## config.mk

```make
export PLATFORM = sky130hd
export DESIGN_NAME = rxrecclk_out_ctrl_flat
export DESIGN_NICKNAME = d
export VERILOG_FILES = /design/src/rtl/rxrecclk_out_ctrl_if.sv /design/src/rtl/rxrecclk_out_ctrl.sv /design/src/flat_wrapper.sv
export SDC_FILE = /design/constraint.sdc
export NUM_CORES = 1
export LEC_CHECK = 0
export ABC_AREA = 0
export BUFFER_PORTS_ARGS = -buffer_cell sky130_fd_sc_hd__buf_4
export CORE_AREA = 8 8 83 55
export CTS_CLUSTER_DIAMETER = 60
export DETAILED_ROUTE_END_ITERATION = 12
export DIE_AREA = 0 0 91 63
export HOLD_SLACK_MARGIN = 0.02
export PLACE_DENSITY = 0.5
export SYNTH_ARGS = -nofsm -noshare
export SYNTH_HDL_FRONTEND = slang
export SYNTH_SLANG_ARGS = --single-unit
```

## constraint.sdc

```tcl
create_clock -name clk -period 4.64 [get_ports clk]
set_input_delay 0.232 -clock clk [delete_from_list [all_inputs] [get_ports clk]]
set_output_delay 0.232 -clock clk [all_outputs]
set_load 0.05 [all_outputs]
```

## src/rtl/rxrecclk_out_ctrl_if.sv

```systemverilog
// rxrecclk_out_ctrl_if: request handshake between a requester and rxrecclk_out_ctrl
// req_valid/req_en/req_sel from requester, req_ready back from the controller
interface rxrecclk_out_ctrl_if;
  logic       req_valid;
  logic       req_ready;
  logic       req_en;
  logic [1:0] req_sel;
  modport master (output req_valid, req_en, req_sel, input req_ready);
  modport slave (input req_valid, req_en, req_sel, output req_ready);
endinterface

```

## src/rtl/rxrecclk_out_ctrl.sv

```systemverilog
// rxrecclk_out_ctrl: glitch-free enable/select sequencing of a recovered-clock output buffer
// Ports: clk, reset_n (async, active-low), req (request handshake, slave side),
//   cdr_lock[3:0] per-channel lock, ceb (active-low buffer enable), rxrecclk_sel (mux select),
//   busy (QUIESCE/SETTLE), done (one-cycle completion pulse).
// Optional macro RECCLK_LOCK_GATE_EN: SETTLE also waits for cdr_lock of the selected channel,
//   and loss of lock while ON drops back to SETTLE.
module rxrecclk_out_ctrl #(
  parameter int QUIESCE_CYCLES = 4,
  parameter int SETTLE_CYCLES  = 8
) (
  input  logic                 clk,
  input  logic                 reset_n,
  rxrecclk_out_ctrl_if.slave   req,
  input  logic [3:0]           cdr_lock,
  output logic                 ceb,
  output logic [1:0]           rxrecclk_sel,
  output logic                 busy,
  output logic                 done
);
  typedef enum logic [1:0] {OFF, QUIESCE, SETTLE, ON} state_t;
  localparam logic [7:0] Q_LAST = 8'(QUIESCE_CYCLES - 1);
  localparam logic [7:0] S_LAST = 8'(SETTLE_CYCLES - 1);
  state_t     state_q, state_d;
  logic [7:0] cnt_q, cnt_d;
  logic [1:0] sel_q, sel_d;
  logic [1:0] pend_q, pend_d;
  logic       done_q, done_d;
  logic       ready, accept, lock_ok;
`ifdef RECCLK_LOCK_GATE_EN
  assign lock_ok = cdr_lock[sel_q];
`else
  logic unused_lock;
  assign unused_lock = ^cdr_lock;
  assign lock_ok = 1'b1;
`endif
  assign ready         = state_q == OFF || state_q == ON;
  assign req.req_ready = ready;
  assign accept        = req.req_valid && ready;
  assign ceb           = state_q != ON;
  assign busy          = !ready;
  assign done          = done_q;
  assign rxrecclk_sel  = sel_q;
  always_comb begin
    state_d = state_q;
    cnt_d   = cnt_q == 8'hFF ? cnt_q : cnt_q + 8'd1;
    sel_d   = sel_q;
    pend_d  = pend_q;
    done_d  = 1'b0;
    case (state_q)
      OFF: if (accept) begin
        cnt_d  = 8'd0;
        done_d = !req.req_en;
        if (req.req_en) begin
          sel_d   = req.req_sel;
          state_d = SETTLE;
        end
      end
      ON: if (!lock_ok) begin
        state_d = SETTLE;
        cnt_d   = 8'd0;
      end else if (accept) begin
        if (!req.req_en) begin
          state_d = OFF;
          cnt_d   = 8'd0;
          done_d  = 1'b1;
        end else if (req.req_sel == sel_q) begin
          done_d = 1'b1;
        end else begin
          pend_d  = req.req_sel;
          state_d = QUIESCE;
          cnt_d   = 8'd0;
        end
      end
      QUIESCE: if (cnt_q == Q_LAST) begin
        sel_d   = pend_q;
        state_d = SETTLE;
        cnt_d   = 8'd0;
      end
      SETTLE: if (cnt_q >= S_LAST && lock_ok) begin
        state_d = ON;
        cnt_d   = 8'd0;
        done_d  = 1'b1;
      end
      default: state_d = OFF;
    endcase
  end
  always_ff @(posedge clk or negedge reset_n) begin
    if (!reset_n) begin
      state_q <= OFF;
      cnt_q   <= 8'd0;
      sel_q   <= 2'd0;
      pend_q  <= 2'd0;
      done_q  <= 1'b0;
    end else begin
      state_q <= state_d;
      cnt_q   <= cnt_d;
      sel_q   <= sel_d;
      pend_q  <= pend_d;
      done_q  <= done_d;
    end
  end
endmodule
```

## src/flat_wrapper.sv

```systemverilog
// flat-port wrapper written by rule: the top's interface ports become plain ports
module rxrecclk_out_ctrl_flat 
#(
  parameter int QUIESCE_CYCLES = 4,
  parameter int SETTLE_CYCLES  = 8
)
  (clk, reset_n, cdr_lock, ceb, rxrecclk_sel, busy, done, req_req_valid, req_req_en, req_req_sel, req_req_ready);
  rxrecclk_out_ctrl_if req_i ();
  input  logic clk;
  input  logic reset_n;
  input  logic [3:0] cdr_lock;
  output logic ceb;
  output logic [1:0] rxrecclk_sel;
  output logic busy;
  output logic done;
  input wire logic [$bits(req_i.req_valid)-1:0] req_req_valid;
  input wire logic [$bits(req_i.req_en)-1:0] req_req_en;
  input wire logic [$bits(req_i.req_sel)-1:0] req_req_sel;
  output wire logic [$bits(req_i.req_ready)-1:0] req_req_ready;
  assign req_i.req_valid = req_req_valid;
  assign req_i.req_en = req_req_en;
  assign req_i.req_sel = req_req_sel;
  assign req_req_ready = req_i.req_ready;
  rxrecclk_out_ctrl #(.QUIESCE_CYCLES(QUIESCE_CYCLES), .SETTLE_CYCLES(SETTLE_CYCLES)) u_core (.clk(clk), .reset_n(reset_n), .req(req_i), .cdr_lock(cdr_lock), .ceb(ceb), .rxrecclk_sel(rxrecclk_sel), .busy(busy), .done(done));
endmodule
```

==> metrics.cfg, run 1 <==
[timing]
slew_headroom_pct = 78.10
tightest_slew_ns = 0.3284
fin_tns_setup_ns = 0
max_freq_mhz = 534.5
fin_crit_sh_pct = 40.32
setup_viol = 0
finalHoldViolCount = 0
finalMaxSlewViolations = 0
min_period_ns = 1.871
clock_skew_ns = 0.003555
rsz0062_at_grt = no

[pwr]
ir_worst_vdd_mv = 0.3071
p_leak_nw = 0.5168
power_per_cell_area_mw_per_mm2 = 686.2
power.total_mw = 0.7916

[detailed_routing]
wl_per_cell_um = 13.00
route.detailed.drc = 0
dr.first_iter.drc_count = 94
vias = 763
antenna_left = 0
first_pass_iters = 4
routed_wl_mm = 2.054
vias_per_cell = 4.829

[floorplan]
initial_core_util_pct = 28.03
design.core.area_mm2 = 0.003446
io-pin-count = 16
rows = 17
dieHeight_um = 63
die_width_um = 91
die-area_mm2 = 0.005733

[setup_path]
setup.worst_path.end_class = flip-flop
worst-path-max-fanout = 5
r2r_end = u_core.rxrecclk_sel[0]
ff2ff_path_depth = 6
rr_startpoint = u_core.state_q[0]
cp.required_ns = 4.77
worstPathArrival_ns = 2.00
crit_path_end = u_core.rxrecclk_sel[0]
r2r_setup_slack_ns = 2.77
critPathKind = reg2reg
start_kind = flip-flop
crit_start = u_core.state_q[0]

[min_path]
min_path_cells = 2
min_path_type = in2reg

[synth]
syn_inst = 97
synthFlopType = dfrtp_1
yosysWarnings = 0
synth_fp_nets = 114
synthArstFlopShare_pct = 100.0
ys_ff_latch = 15
synth_area_um2 = 965.9
syn_avg_cell_area_um2 = 9.958
synth_edf_count = 0
ys_types = 36
ys_seq_area_share_pct = 38.86

[layout]
syn_to_final_growth_pct = 19.43
antenna_cells = 0
instances_no_fill = 158
layout.nets = 129
layout_commonest_cell = dfrtp_1
final_layout_size_suffix_gt1_share_pct = 18.02
design_area_mm2 = 0.001154
layout_common_cells = dfrtp_1 (15), buf_4 (11), nor2_1 (9)

[clock_network]
cts_resized = 0
postCtsSetupBuffers = 0
cts_root_buf = clkbuf_8
h-tree-depth = 1
path_clk_slew_ns = 0.06
clk_path_buf_depth = 2
cts_tree = built
cts_sinks = 15
cts_buffers = 3
cts_hold_buffers = 1
insertion_delay_ns = 0.25

[job]
maxCapViolations = 0

[grt]
grt_pass1_vias = 749
grt_max_degree = 16
grt_pass1_wl_mm = 3.719
antenna_found_initial = 0
grt_usage_pct = 7.889
gr-total-overflow = 0

[place]
port_buffers = 11
place_area_mm2 = 0.001099
place_congestion = 0.8199
dpl.hpwl_mm = 1.582
place_inst = 153

[run_status]
status = completed

sequential cells by signal (all words and copies together) (netlist names):
register and count:
u_core.rxrecclk_sel 2, u_core.done 1, u_core.pend_q 2, u_core.cnt_q 8, u_core.state_q 2
worst max-delay path, stage by stage, from the launching register on:
cell	delay (ns)
dfrtp_1	0.40
inv_1	0.09
ha_1	0.34
and3b_1	0.22
mux2i_1	0.06
a21oi_1	0.26
mux2_2	0.37
worst min path at each step:
stage	startpoint	endpoint	slack, ns
after floorplan	reset_n	u_core.cnt_q[0]	-0.06
after global placement	reset_n	u_core.rxrecclk_sel[1]	0.10
after detailed placement	reset_n	u_core.rxrecclk_sel[0]	0.10
after CTS	req_req_sel[0]	u_core.pend_q[0]	0.23
after global routing	req_req_sel[0]	u_core.pend_q[0]	0.24
final	req_req_sel[0]	u_core.pend_q[0]	0.23
cells in the mapped netlist, types with 3 or more instances:
library cell  instances  area share [%]
xor2_1                4             3.6
mux2_1                4             4.7
dfrtp_1              15              39
mux2i_1               3             3.1
nand3_1               3             1.6
nor3_1                3             1.6
nand2_1               6             2.3
ha_1                  7             9.1
nor2_1                9             3.5
a21oi_1               6             3.1
inv_1                 6             2.3
report_power, final:
group	internal [mW]	total (mW)	switching [mW]
combinational	0.181	0.474	0.293
clock	0.0608	0.106	0.0448
sequential	0.173	0.212	0.0388
area by class of cell:
| class | count | area [um^2] |
|---|---|---|
| tap | 47 | 58.81 |
| timing repair buffer | 12 | 92.59 |
| inverter | 6 | 22.52 |
| multi-input combinational | 74 | 559.3 |
| sequential | 15 | 375.4 |
| fill | 359 | 2292 |
| clock buffer | 4 | 45.04 |
metrics by stage:
step,setup slack [ns],util [%],hold slack (ns)
finish,2.769,33.48,0.2327
global route,2.634,33.48,0.2384
CTS,2.760,33.48,0.2306
detailed placement,2.778,31.88,0.1028
global placement,2.794,31.88,0.1048
floorplan,2.704,-,-0.06359
kinds of logic (layout without fill, tap and decap cells):
| group | count (synthesis) | in the layout | synth area share (%) |
|---|---|---|---|
| AND/OR/NAND/NOR | 33 | 33 | 18.39 |
| multiplexers | 9 | 9 | 10.10 |
| AO/OA/AOI/OAI | 19 | 19 | 14.90 |
| XOR/XNOR | 6 | 6 | 5.440 |
| buffers and inverters | 8 | 22 | 3.237 |
| adder cells (fa/ha/maj) | 7 | 7 | 9.067 |
| flip-flops | 15 | 15 | 38.86 |
metal layers:
layer / vias to the layer above / share of wire [%] / GRT usage [%] / routed length, um
li1: 381 / - / - / -
met1: 366 / 55 / 11.60 / 1136
met2: 14 / 40 / 10.27 / 821
met3: 2 / 3.3 / 2.518 / 68
met4: 0 / 1.3 / 2.434 / 27
met5: - / 0 / 0 / 0
No activity file was read; power rests on OpenSTA's default activity.
==> inputs of run 2 (changes only) <==
- ABC_AREA: 0 -> 1
- CORE_AREA: 8 8 83 55 -> 8 8 85 57
- DIE_AREA: 0 0 91 63 -> 0 0 93 65
- PLACE_DENSITY: 0.5 -> 0.51
- clock period: 4.64 -> 1.6 ns (I/O delays scaled with it)
==> run 2 against run 1 <==
Compared with the run above:
- clock power grew to 2.9 times the previous value
- utilization grew 2.1 points
- first-iteration DRC count shrank 78%
- final cell count grew 21%
- highest routed layer unchanged
- combinational power grew to 3.2 times the previous value
- via count grew 12%
==> metrics.cfg, run 2 <==
[run_status]
status = completed  ; unchanged

[synth]
syn_inst = 125  ; was 97
yosysWarnings = 0  ; unchanged
synth.area.top_cells = dfrtp_1 (37%), nand2_1 (9.2%), ha_1 (8.6%), a21oi_1 (5.9%), inv_1 (5.9%)  ; was dfrtp_1 (39%), ha_1 (9.1%), mux2_1 (4.7%), xor2_1 (3.6%), nor2_1 (3.5%)
ys_types = 25  ; was 36
synth_area_mm2 = 0.001021  ; was 965.9 um^2
ys_seq_area_share_pct = 36.76  ; was 38.86%
synthArstFlopShare_pct = 100.0  ; unchanged
synthFlopType = dfrtp_1  ; unchanged
synth_commonest_cells = nand2_1 (25), inv_1 (16), dfrtp_1 (15), a21oi_1 (12)  ; was dfrtp_1 (15), nor2_1 (9), ha_1 (7)
synthMostInstantiatedCell = nand2_1  ; was dfrtp_1
synth_top_area_cell = dfrtp_1  ; unchanged
synth_edf_count = 0  ; unchanged
synth_top_cell_area_share_pct = 36.76  ; was 38.86%
synth_fp_nets = 142  ; was 114
ys_ff_latch = 15  ; unchanged
syn_avg_cell_area_um2 = 8.168  ; was 9.958 um^2

[clock_network]
cts_tree = built  ; unchanged
clk_path_buf_depth = 2  ; unchanged
cts_buffers = 3  ; unchanged
insertion_delay_ns = 0.25  ; about the same
cts_root_buf = clkbuf_8  ; unchanged
h-tree-depth = 1  ; unchanged
path_clk_slew_ns = 0.06  ; about the same
cts_sinks = 15  ; unchanged

[setup_path]
critPathKind = reg2reg  ; unchanged
cp.required_ns = 1.73  ; was 4.77 ns
worst-path-max-fanout = 4  ; was 5
start_kind = flip-flop  ; unchanged
worstPathArrival_ns = 1.61  ; was 2.00 ns
setup.worst_path.end_class = flip-flop  ; unchanged

[floorplan]
io-pin-count = 16  ; unchanged
die-area_mm2 = 0.006045  ; was 0.005733 mm^2
rows = 17  ; unchanged
design.core.area_mm2 = 0.003531  ; was 0.003446 mm^2
die_width_um = 93  ; was 91 um
initial_core_util_pct = 28.92  ; was 28.03%
dieHeight_um = 65  ; was 63 um

[layout]
syn_to_final_growth_pct = 22.92  ; was 19.43%
layout_common_cells = nand2_1 (24), inv_1 (16), dfrtp_1 (15)  ; was dfrtp_1 (15), buf_4 (11), nor2_1 (9)
seq_area_um2 = 375.4  ; unchanged
final_core_util_pct = 35.54  ; was 33.48%
top_register = u_core.cnt_q  ; unchanged
layout_commonest_cell = nand2_1  ; was dfrtp_1
layout.nets = 162  ; was 129
final_layout_size_suffix_gt1_share_pct = 27.08  ; was 18.02%
antenna_cells = 0  ; unchanged
largest_reg_flops = 8  ; unchanged
nFillCells = 381  ; was 359
multi_input_area_um2 = 593.1  ; was 559.3 um^2

[detailed_routing]
dr.first_iter.drc_count = 21  ; was 94
vias = 851  ; was 763
routed_wl_mm = 2.209  ; was 2.054 mm
wl_per_cell_um = 11.57  ; was 13.00 um
first_pass_iters = 4  ; unchanged
vias_per_cell = 4.455  ; was 4.829
route.detailed.drc = 0  ; unchanged
antenna_left = 0  ; unchanged

[pwr]
p_clk_share_pct = 12.7  ; was 13.3%
p_comb_share_pct = 63.3  ; was 59.9%
p_switching_mw = 1.217  ; was 0.3768 mW
p_int_mw = 1.195  ; was 0.4148 mW
ir_worst_vdd_mv = 1.014  ; was 0.3071 mV
seqPwrFrac_pct = 24.1  ; was 26.8%
switching_share_pct = 50.45  ; was 47.60%
power_per_cell_area_mw_per_mm2 = 1922  ; was 686.2 mW/mm^2
p_leak_nw = 0.6013  ; was 0.5168 nW

[job]
maxCapViolations = 0  ; unchanged

[timing]
holdWs_ns = 0.1219  ; was 0.2327 ns
min_period_ns = 1.477  ; was 1.871 ns
max_freq_mhz = 677.2  ; was 534.5 MHz
tightest_slew_ns = 0.3143  ; was 0.3284 ns
setup_viol = 0  ; unchanged
fin_tns_setup_ns = 0  ; unchanged
rsz0062_at_grt = no  ; unchanged
clock_skew_ns = 0.001947  ; was 0.003555 ns
slew_headroom_pct = 78.90  ; was 78.10%
finalHoldViolCount = 0  ; unchanged
fin_crit_sh_pct = 92.30  ; was 40.32%
finalMaxSlewViolations = 0  ; unchanged

[grt]
gr-total-overflow = 0  ; unchanged
met3_usage_pct = 2.299  ; was 2.518%
busiest_layer = met1  ; unchanged
grt_pass1_vias = 830  ; was 749
grt_util_met1_pct = 11.42  ; was 11.60%
grt_usage_pct = 8.134  ; was 7.889%
grt_max_degree = 16  ; unchanged
grt_pass1_wl_mm = 3.926  ; was 3.719 mm
gr-usage-met2_pct = 11.38  ; was 10.27%
antenna_found_initial = 0  ; unchanged

[place]
port_buffers = 11  ; unchanged
dpl.hpwl_mm = 1.782  ; was 1.582 mm
place_congestion = 0.8138  ; was 0.8199

[min_path]
min_path_type = in2reg  ; unchanged

==> run 2: changes by cell type in the layout (fill, tap and decap cells not counted), sizes merged, moves of 3 or more <==
cell and delta:
nand2 +22, a21oi +7, nor3 -3, buf +3, mux2 -6, nor2 +3, inv +12, o21ai +13
nand3 +3, mux2i -3
==> run 2: what timing repair did <==
action | 4_1_cts | 5_1_grt
resized for setup | 0 | 4
hold endpoints to repair | 15 | 0
buffers inserted | 0 | 0
endpoints found under the setup margin | 0 | 5
hold buffers | 1 | 0
==> run 2: final timing paths <==
check                                  start                 to  slack (ns)  depth (start not counted)
max                        u_core.state_q[0]  u_core.state_q[0]        0.12                          8
min                           req_req_sel[1]   u_core.pend_q[1]        0.12                          3
max reg2reg                u_core.state_q[0]  u_core.state_q[0]        0.12                          8
min reg2reg                 u_core.pend_q[0]   u_core.pend_q[0]        0.48                          2
max in group asynchronous            reset_n    u_core.cnt_q[4]        1.19                          2
min in group asynchronous            reset_n  u_core.state_q[0]        0.23                          2
==> run 2: logic make-up (layout without fill, tap and decap cells) <==
| kind of cell | Yosys count | count (layout) | share of synthesized area [%] |
|---|---|---|---|
| xor+xnor | 4 | 4 | 3.432 |
| flops | 15 | 15 | 36.76 |
| fa+ha+maj | 7 | 7 | 8.578 |
| simple gates | 51 | 51 | 28.80 |
| compound gates | 30 | 30 | 15.81 |
| buf+inv | 18 | 37 | 6.618 |
==> run 2: area by class of cell <==
type	instances	area share, %
timing repair buffer	15	9.172
sequential	15	29.91
tap	47	4.686
clock buffer	4	3.589
multi-input combinational	92	47.26
inverter	18	5.384
==> run 2: critical path, stage by stage (launching register included) <==
cell and delay (ns):
dfrtp_1 0.37, inv_1 0.08, ha_2 0.31, nor2_4 0.12
a21oi_1 0.08, nor2_1 0.14, nand3_2 0.13, nand2_1 0.07
o21ai_1 0.06
==> run 2: through the flow <==
stage | worst slack [ns] | std cells | power [mW] | instance area, um^2
6_report | 0.1232 | 191 | 2.412 | 1255
3_3_place_gp | 0.1271 | 186 | 2.052 | 1187
4_1_cts | 0.08550 | 191 | 2.405 | 1242
2_1_floorplan | 0.02942 | 125 | 1.666 | 1023
3_5_place_dp | 0.1069 | 186 | 2.084 | 1187
5_1_grt | 0.02237 | 191 | 2.611 | 1255
==> run 2: power by group through the flow <==
stage | Clock (mW) | Sequential, mW | Combinational [mW]
4_1_cts | 0.318 | 0.581 | 1.51
3_5_place_dp | 0 | 0.587 | 1.50
3_3_place_gp | 0 | 0.587 | 1.46
2_1_floorplan | 0 | 0.703 | 0.963
5_1_grt | 0.335 | 0.598 | 1.68
6_report | 0.305 | 0.580 | 1.53
==> run 2: per-layer routing <==
metal | wire length, um | vias up | part of all wire [%]
li1 | - | 445 | -
met1 | 1181 | 379 | 53
met2 | 918 | 20 | 42
met3 | 78 | 7 | 3.5
met4 | 30 | 0 | 1.4
met5 | 0 | - | 0
==> inputs of run 3 (changes only) <==
- BUFFER_PORTS_ARGS: -buffer_cell sky130_fd_sc_hd__buf_4 -> -buffer_cell sky130_fd_sc_hd__buf_2
==> run 3 against run 2 <==
Compared with the run above:
- via count shrank 1.5%
- clock-buffer cell count is the same
- largest cell class unchanged
- final cell count is the same
- critical path type is now reg2out
- critical endpoint is now ceb
==> metrics.cfg, run 3 (synthesis results as in run 2) <==
[floorplan]
dieHeight_um = 65  ; unchanged
io-pin-count = 16  ; unchanged
die_width_um = 93  ; unchanged
initial_core_util_pct = 28.92  ; unchanged
design.core.area_mm2 = 0.003531  ; unchanged
rows = 17  ; unchanged
die-area_mm2 = 0.006045  ; unchanged

[setup_path]
slowest_stage = dfrtp_1  ; unchanged
r2r_setup_slack_ns = 0.15  ; was 0.12 ns
setup.worst_path.end_class = output pin  ; was flip-flop
worst-path-buf-inv = 3  ; was 1
cp_top_family = buffers and inverters  ; was simple AND/OR/NAND/NOR gates
cp_cell_sequence = buf_4, ha_1, inv_1, buf_2  ; was inv_1, ha_2, nor2_4, a21oi_1, nor2_1, nand3_2, nand2_1, o21ai_1
start_kind = flip-flop  ; unchanged
worst-path-max-fanout = 5  ; was 4
slowest_delay_ns = 0.37  ; about the same
worstPathArrival_ns = 1.42  ; was 1.61 ns
cp.required_ns = 1.52  ; was 1.73 ns
critPathKind = reg2out  ; was reg2reg

[place]
port_buffers = 11  ; unchanged
place_area_mm2 = 0.001160  ; was 0.001187 mm^2
place_congestion = 0.8146  ; was 0.8138
dpl.hpwl_mm = 1.768  ; was 1.782 mm
pre_cts_slack_ns = 0.1107  ; was 0.1069 ns
place_inst = 186  ; unchanged

[timing]
finalMaxSlewViolations = 0  ; unchanged
fin_crit_sh_pct = 94.04  ; was 92.30%
setup_viol = 0  ; unchanged
finalHoldViolCount = 0  ; unchanged
slew_headroom_pct = 75.18  ; was 78.90%
setup_ws_ns = 0.09541  ; was 0.1232 ns
fin_tns_setup_ns = 0  ; unchanged
max_freq_mhz = 664.6  ; was 677.2 MHz
min_period_ns = 1.505  ; was 1.477 ns
rsz0062_at_grt = no  ; unchanged
clock_skew_ns = 0.002286  ; was 0.001947 ns
tightest_slew_ns = 0.3722  ; was 0.3143 ns

[pwr]
switching_share_pct = 51.68  ; was 50.45%
seqPwrFrac_pct = 24.8  ; was 24.1%
ir_worst_vdd_mv = 0.9810  ; was 1.014 mV
p_switching_mw = 1.214  ; was 1.217 mW
p_leak_nw = 0.5941  ; was 0.6013 nW
power_per_cell_area_mw_per_mm2 = 1918  ; was 1922 mW/mm^2
p_comb_share_pct = 62.0  ; was 63.3%
p_int_mw = 1.135  ; was 1.195 mW
p_clk_share_pct = 13.2  ; was 12.7%

[layout]
seq_area_um2 = 375.4  ; unchanged
top_register = u_core.cnt_q  ; unchanged
antenna_cells = 0  ; unchanged
final_core_util_pct = 34.69  ; was 35.54%
nFillCells = 371  ; was 381
instances_no_fill = 191  ; unchanged
final_layout_size_suffix_gt1_share_pct = 26.39  ; was 27.08%
largest_reg_flops = 8  ; unchanged
design_area_mm2 = 0.001225  ; was 0.001255 mm^2
layout.nets = 162  ; unchanged
syn_to_final_growth_pct = 19.98  ; was 22.92%
multi_input_area_um2 = 590.6  ; was 593.1 um^2
layout_commonest_cell = nand2_1  ; unchanged
layout_common_cells = nand2_1 (24), inv_1 (16), dfrtp_1 (15)  ; unchanged

[grt]
grt_usage_pct = 7.966  ; was 8.134%
grt_max_degree = 16  ; unchanged
antenna_found_initial = 0  ; unchanged
gr-total-overflow = 0  ; unchanged
grt_pass1_wl_mm = 3.843  ; was 3.926 mm
grt_pass1_vias = 822  ; was 830

[job]
maxCapViolations = 0  ; unchanged

[clock_network]
path_clk_slew_ns = 0.06  ; about the same
cts_buffers = 3  ; unchanged
cts_tree = built  ; unchanged
cts_root_buf = clkbuf_8  ; unchanged
clk_path_buf_depth = 2  ; unchanged
insertion_delay_ns = 0.25  ; about the same
h-tree-depth = 1  ; unchanged
cts_sinks = 15  ; unchanged

[detailed_routing]
first_pass_iters = 2  ; was 4
routed_wl_mm = 2.249  ; was 2.209 mm
vias_per_cell = 4.387  ; was 4.455
antenna_left = 0  ; unchanged
route.detailed.drc = 0  ; unchanged
wl_per_cell_um = 11.77  ; was 11.57 um
vias = 838  ; was 851
dr.first_iter.drc_count = 24  ; was 21

[run_status]
status = completed  ; unchanged

[min_path]
min_path_type = in2reg  ; unchanged

==> run 3: changes by cell type in the layout (fill, tap and decap cells not counted) <==
cell	previous run	this run
buf_2	0	11
buf_4	14	3
ha_1	5	6
ha_2	2	1
==> run 3: repair_timing <==
item | CTS | global route
hold endpoints to repair | 15 | 0
setup buffers | 0 | 0
hold buffers | 1 | 0
gates resized for setup | 0 | 3
setup endpoints to repair | 0 | 4
==> run 3: path summary, 6_finish.rpt <==
kind | from | end | depth (start not counted)
max | u_core.state_q[0] | ceb | 4
min | req_req_sel[0] | u_core.pend_q[0] | 3
max reg2reg | u_core.state_q[1] | u_core.state_q[1] | 8
min reg2reg | u_core.pend_q[0] | u_core.pend_q[0] | 2
max in group asynchronous | reset_n | u_core.rxrecclk_sel[0] | 2
min in group asynchronous | reset_n | u_core.state_q[0] | 2
==> run 3: per-layer routing <==
layer | track usage (%) | vias to the layer above | part of all wire (%)
met3 | 2.069 | 2 | 2.3
li1 | - | 445 | -
met1 | 11.03 | 386 | 54
met4 | 2.794 | 0 | 1.1
met5 | 0 | - | 0
met2 | 11.55 | 5 | 42
==> run 3: through the flow <==
stage	hold slack [ns]	power, mW
after floorplan	-0.2156	1.666
after global placement	0.01351	1.991
after detailed placement	0.02491	2.023
after CTS	0.1228	2.349
after global routing	0.1641	2.541
final	0.1274	2.349
==> run 3: tightest hold or removal path: stages <==
cell,delay (ns)
buf_2,0.11
inv_1,0.06
o21ai_0,0.08
==> run 3: layout make-up <==
cell class / count / area share [%]
multi-input cells: 92 / 48.21
clock buffers: 4 / 3.677
repair buffers: 15 / 7.150
flip-flops and latches: 15 / 30.64
well taps: 47 / 4.801
inverters: 18 / 5.516
==> run 3: power groups by stage <==
stage | sequential [mW] | clock [mW] | combinational, mW
floorplan | 0.703 | 0 | 0.963
finish | 0.584 | 0.309 | 1.46
detailed placement | 0.587 | 0 | 1.44
CTS | 0.583 | 0.323 | 1.44
global placement | 0.582 | 0 | 1.41
global route | 0.600 | 0.341 | 1.60
